File: config.mk
export PLATFORM = sky130hd
export DESIGN_NAME = psum_accum_drain
export DESIGN_NICKNAME = d
export VERILOG_FILES = /design/src/rtl/psum_accum_drain_pkg.sv /design/src/rtl/psum_lane_acc.sv /design/src/rtl/psum_accum_drain.sv
export SDC_FILE = /design/constraint.sdc
export NUM_CORES = 2
export LEC_CHECK = 0
export ABC_CLOCK_PERIOD_IN_PS = 9600
export BUFFER_PORTS_ARGS = -buffer_cell sky130_fd_sc_hd__buf_2
export CAP_MARGIN = 30
export CORE_MARGIN = 10
export CORE_UTILIZATION = 40
export CTS_CLUSTER_DIAMETER = 50
export DETAILED_ROUTE_END_ITERATION = 8
export GPL_ROUTABILITY_DRIVEN = 0
export GPL_TIMING_DRIVEN = 0
export HOLD_SLACK_MARGIN = 0.1
export SLEW_MARGIN = 5
export SYNTH_ARGS = -nofsm -noshare
export SYNTH_HDL_FRONTEND = slang
export SYNTH_SLANG_ARGS = --single-unit
File: constraint.sdc
create_clock -name clk -period 9.6 [get_ports clk]
set_clock_uncertainty 0.2 [all_clocks]
set_input_delay 0.96 -clock clk [delete_from_list [all_inputs] [get_ports clk]]
set_output_delay 0.96 -clock clk [all_outputs]
set_load 0.02 [all_outputs]
File: src/rtl/psum_accum_drain_pkg.sv
// Shared constants, FSM encoding and output saturation for the partial-sum accumulator.
package psum_accum_drain_pkg;

    localparam int unsigned LANES  = 16;
    localparam int unsigned LANE_W = 16;

    typedef enum logic [2:0] {
        StIdle,
        StAccum,
        StRel,
        StSat,
        StOut
    } state_e;

    // Clamp a signed value into the int16 range.
    function automatic logic [LANE_W-1:0] saturate_int16(input longint x);
        if (x > longint'(32767)) begin
            return 16'h7fff;
        end else if (x < longint'(-32768)) begin
            return 16'h8000;
        end else begin
            return x[LANE_W-1:0];
        end
    endfunction

endpackage

File: src/rtl/psum_lane_acc.sv
// One accumulator lane: wrap-around signed accumulate, then registered shift-and-saturate.
module psum_lane_acc
    import psum_accum_drain_pkg::*;
#(
    parameter int unsigned ACC_W = 32,
    parameter int unsigned SHIFT = 0
) (
    input  logic                     clk,
    input  logic                     rst,
    input  logic                     clr_i,
    input  logic                     add_i,
    input  logic                     load_i,
    input  logic signed [LANE_W-1:0] psum_i,
    output logic        [LANE_W-1:0] data_o
);

    logic signed [ACC_W-1:0]  acc_q, acc_d;
    logic signed [ACC_W-1:0]  shifted;
    logic        [LANE_W-1:0] data_q, data_d;

    always_comb begin
        acc_d = acc_q;
        if (clr_i) begin
            acc_d = '0;
        end else if (add_i) begin
            acc_d = acc_q + {{(ACC_W-LANE_W){psum_i[LANE_W-1]}}, psum_i};
        end
    end

    always_comb begin
        shifted = acc_q >>> SHIFT;
        data_d  = data_q;
        if (load_i) begin
            data_d = saturate_int16(longint'(shifted));
        end
    end

    always_ff @(posedge clk) begin
        if (rst) begin
            acc_q  <= '0;
            data_q <= '0;
        end else begin
            acc_q  <= acc_d;
            data_q <= data_d;
        end
    end

    assign data_o = data_q;

endmodule

File: src/rtl/psum_accum_drain.sv
// Job sequencer: counts tiles from a 16x16 dot-product array, accumulates 16 lanes,
// then saturates and holds the result until the downstream accepts it.
module psum_accum_drain
    import psum_accum_drain_pkg::*;
#(
    parameter int unsigned ACC_W = 32,
    parameter int unsigned SHIFT = 0
) (
    input  logic                      clk,
    input  logic                      rst,
    input  logic                      start,
    input  logic [7:0]                num_tiles,
    output logic                      tile_en,
    output logic [7:0]                tile_idx,
    input  logic [LANES*LANE_W-1:0]   psum_in,
    input  logic                      psum_fin,
    output logic [LANES*LANE_W-1:0]   out_data,
    output logic                      out_valid,
    input  logic                      out_ready,
    output logic                      busy
);

    state_e     state_q, state_d;
    logic [7:0] tiles_q, tiles_d;
    logic [7:0] idx_q, idx_d;
    logic [7:0] idx_inc;
    logic       fin_q;
    logic       capture;
    logic       acc_clr, acc_add, out_load;

    // fin_q follows psum_fin in every state, so a level already high on entry is no edge.
    assign capture = psum_fin & ~fin_q;
    assign idx_inc = idx_q + 8'd1;

    always_comb begin
        state_d  = state_q;
        tiles_d  = tiles_q;
        idx_d    = idx_q;
        acc_clr  = 1'b0;
        acc_add  = 1'b0;
        out_load = 1'b0;
        case (state_q)
            StIdle: begin
                if (start) begin
                    tiles_d = (num_tiles == 8'd0) ? 8'd1 : num_tiles;
                    idx_d   = 8'd0;
                    acc_clr = 1'b1;
                    state_d = StAccum;
                end
            end
            StAccum: begin
                if (capture) begin
                    acc_add = 1'b1;
                    idx_d   = idx_inc;
                    state_d = (idx_inc < tiles_q) ? StRel : StSat;
                end
            end
            StRel: state_d = StAccum;
            StSat: begin
                out_load = 1'b1;
                state_d  = StOut;
            end
            StOut: begin
                if (out_ready) begin
                    state_d = StIdle;
                end
            end
            default: state_d = StIdle;
        endcase
    end

    always_ff @(posedge clk) begin
        if (rst) begin
            state_q <= StIdle;
            tiles_q <= 8'd0;
            idx_q   <= 8'd0;
            fin_q   <= 1'b0;
        end else begin
            state_q <= state_d;
            tiles_q <= tiles_d;
            idx_q   <= idx_d;
            fin_q   <= psum_fin;
        end
    end

    for (genvar i = 0; i < LANES; i++) begin : g_lane
        psum_lane_acc #(
            .ACC_W (ACC_W),
            .SHIFT (SHIFT)
        ) u_lane (
            .clk    (clk),
            .rst    (rst),
            .clr_i  (acc_clr),
            .add_i  (acc_add),
            .load_i (out_load),
            .psum_i (psum_in[LANE_W*(LANES-i)-1 -: LANE_W]),
            .data_o (out_data[LANE_W*(LANES-i)-1 -: LANE_W])
        );
    end

    assign tile_en   = (state_q == StAccum);
    assign tile_idx  = idx_q;
    assign out_valid = (state_q == StOut);
    assign busy      = (state_q != StIdle);

endmodule

==> results.yml <==
status:
  status: "complete, no violations"
synthesis:
  avgSynthCellArea_um2: 7.693
  syn_inst: 6887
  ys_ff_latch: 788
  yosys_warnings: 0
  synth-edff-count: 0
  syn_nets: 7676
  synth_cell_types: 94
  synth_top_area_share_pct: 29.77
  yosysSeqAreaShare_pct: 29.77
  ys.flop_type: "dfxtp_1"
  mappedNetlistArea_um2: 52980
  ys_async_sr_fraction_pct: 0
  yosys.area.top_type: "dfxtp_1"
  yosys-top-cells-area: "dfxtp_1 30%, ha_1 12%, a21oi_1 9.5%, nand2_1 8.2%, o21ai_0 5.6%"
die:
  io_pins: 536
  fp-row-count: 133
  core_area_um2: 131500
  die_y_um: 384.0
  start_util_pct: 40.30
  dieArea_um2: 147400
  die_w_um: 384.0
global_route:
  grt_use_total_pct: 25.59
  antenna_found_initial: 22
  grt_pass1_vias: 50170
  grt_pass1_wl_um: 297900
  overflow: 0
  grt_max_degree: 23
cells_and_area:
  drive_gt1_share_pct: 11.45
  final_cells: 9445
  stdcell_area_um2: 62530
  utilization_pct: 47.56
  area_growth_pct: 18.02
  filler_cell_count: 13230
  layout.nets: 8369
critical_path:
  critPathMaxFanout: 10
  r2r_start: "state_q[1]"
  crit_arrival_ns: 5.87
  startpoint: "state_q[1]"
  reg2reg_depth: 10
  worst-setup-path-type: "flip-flop to flip-flop"
  cp-end-kind: "flip-flop"
  required_ns: 10.02
  crit_path_frequent_cell: "clkbuf_1"
  critPathCapture: "g_lane[8].u_lane.acc_q[14]"
  ff2ff_setup_slack_ns: 4.16
  crit_path_cell_trace: "nor3_1, and2_1, clkbuf_1, nor2_1, nand2_1, clkbuf_1, clkinv_1, clkbuf_1, buf_6, a22o_1"
  r2r-end: "g_lane[8].u_lane.acc_q[14]"
  critPathSlowestCell: "clkinv_1"
  cp-start-kind: "flip-flop"
  critPathMaxStageDelay_ns: 1.05
routing:
  drc: 0
  vias_per_cell: 5.715
  ant_nets: 0
  dr.pass1.iters: 6
  wl_um: 199400
  drt_iter0_markers: 4093
  wire_per_inst_um: 21.11
  vias: 53980
clock_tree:
  cts_resized: 0
  cts_tree: "yes"
  cts_htree_levels: 3
  cts_setup_buffers: 0
  clk_pin_slew_ns: 0.06
  root_buffer: "clkbuf_16"
  clockBufferDepth: 3
  clkLatencyLatePin_ns: 0.75
  ctsHoldBuffers: 0
  numClockSinks: 788
  numCtsBuffers: 115
power:
  pwr-share-comb_pct: 17.3
  p_leak_nw: 26.91
  swShare_pct: 30.83
  peakVddDrop_mv: 0.1492
  p_int_mw: 6.570
  clock_power_share_pct: 46.5
  p_per_area_nw_per_um2: 151.9
  p_switching_mw: 2.928
  power_frac_seq_pct: 36.1
timing:
  tightest_slew_ns: 1.050
  slew_headroom_pct: 30.00
  setup_viol: 0
  max_freq_mhz: 183.7
  tns_ns: 0
  slew_violations: 0
  rsz0062_at_grt: "false"
  period_share_pct: 56.71
  finalHoldViolCount: 0
  finalCriticalPeriod_ns: 5.444
place:
  place_hpwl_um: 154300
  port_buffers: 535
  dp.cells: 9216
  place_area_um2: 58470
job:
  max_cap_violations: 0
min_path:
  hold_class: "flip-flop to flip-flop"
==> Yosys cell counts (all sizes together), types with 46 or more instances <==
| cell | instances |
|---|---|
| a211oi | 128 |
| a21o | 284 |
| a21oi | 1014 |
| a31oi | 50 |
| clkbuf | 301 |
| dfxtp | 788 |
| ha | 504 |
| inv | 111 |
| nand2 | 1160 |
| nand2b | 46 |
| nand3 | 122 |
| nand4 | 121 |
| nor2 | 323 |
| nor2b | 56 |
| nor3 | 65 |
| nor4 | 86 |
| o21a | 64 |
| o21ai | 618 |
| o21bai | 53 |
| xnor2 | 243 |
| xor2 | 170 |
==> stage by stage <==
stage	setup WS (ns)	power (mW)	hold slack (ns)
finish	4.156	9.499	0.2453
global route	4.102	9.871	0.2364
CTS	4.112	9.560	0.2029
detailed placement	3.906	5.120	0.2413
global placement	2.621	5.074	0.2363
floorplan	5.760	4.532	0.2363
==> worst max-delay path, delay by kind of cell (launching register included) <==
family | cells | cell delay, ns
buffers and inverters | 5 | 3.28
AND/OR/NAND/NOR | 4 | 1.26
flip-flops | 1 | 0.37
AO/OA/AOI/OAI | 1 | 0.20
==> per-layer routing <==
metal,share of wire [%],global-route usage (%),vias to the layer above
met3,6.9,4.306,360
li1,-,-,26540
met5,0.026,0,-
met2,44,40.98,1758
met1,44,34.02,25310
met4,4.3,10.07,10
==> power by group through the flow <==
stage	Combinational [mW]	Clock (mW)	Sequential (mW)
after floorplan	1.04	0	3.49
after global placement	1.58	0	3.50
after detailed placement	1.62	0	3.50
after CTS	1.63	4.50	3.43
after global routing	1.81	4.62	3.44
final	1.65	4.42	3.43
==> state kept, by name, summed over array words and instances, names as in the netlist <==
register / flops
state_q: 3
tile_idx: 8
g_lane.u_lane.acc_q: 512
tiles_q: 8
fin_q: 1
g_lane.u_lane.data_o: 256
==> worst min path at each step <==
stage	from	endpoint	slack [ns]	cells past startpoint
floorplan	tiles_q[1]	tiles_q[1]	0.24	2
global placement	g_lane[7].u_lane.data_o[9]	g_lane[7].u_lane.data_o[9]	0.24	2
detailed placement	g_lane[0].u_lane.data_o[7]	g_lane[0].u_lane.data_o[7]	0.24	2
CTS	psum_fin	fin_q	0.20	2
global route	psum_fin	fin_q	0.24	2
finish	g_lane[0].u_lane.data_o[1]	g_lane[0].u_lane.data_o[1]	0.25	2
==> placed cells by master (no fill, tap or decap), drive strengths merged, types with 18 or more instances in the layout <==
cell    count
a211o      30
a211oi    128
a21boi     24
a21o      284
a21oi    1014
a31oi      50
a41oi      32
and2       29
and3       36
buf       600
clkbuf    447
clkinv     20
dfxtp     788
ha        504
inv       140
nand2    1160
nand2b     46
nand3     122
nand4     121
nor2      323
nor2b      56
nor3       65
nor3b      18
nor4       86
o211ai     34
o21a       64
o21ai     618
o21bai     53
o31ai      38
or3        43
or4        27
xnor2     243
xor2      170
==> area by class of cell <==
type / count / area [µm²] / share of cell area [%]
tap: 1755 / 2196 / 3.512
buffer: 325 / 1266 / 2.025
clock buffer: 146 / 3178 / 5.082
antenna: 7 / 17.52 / 0.02801
sequential: 788 / 15780 / 25.23
inverter: 112 / 420.4 / 0.6723
timing repair buffer: 576 / 3281 / 5.247
clock inverter: 74 / 834.6 / 1.335
multi-input combinational: 5662 / 35560 / 56.87
==> logic make-up after synthesis <==
group	count (synthesis)	share of synthesized area [%]
DFF	788	29.77
AOI/OAI and AO/OA	2522	28.70
muxes	15	0.2881
xor gates and xnor gates	413	6.827
buffers and inverters	437	3.124
adders and majority gates	520	12.51
and+or+nand+nor	2192	18.78
Note: power is estimated with default switching activity, not from simulation.
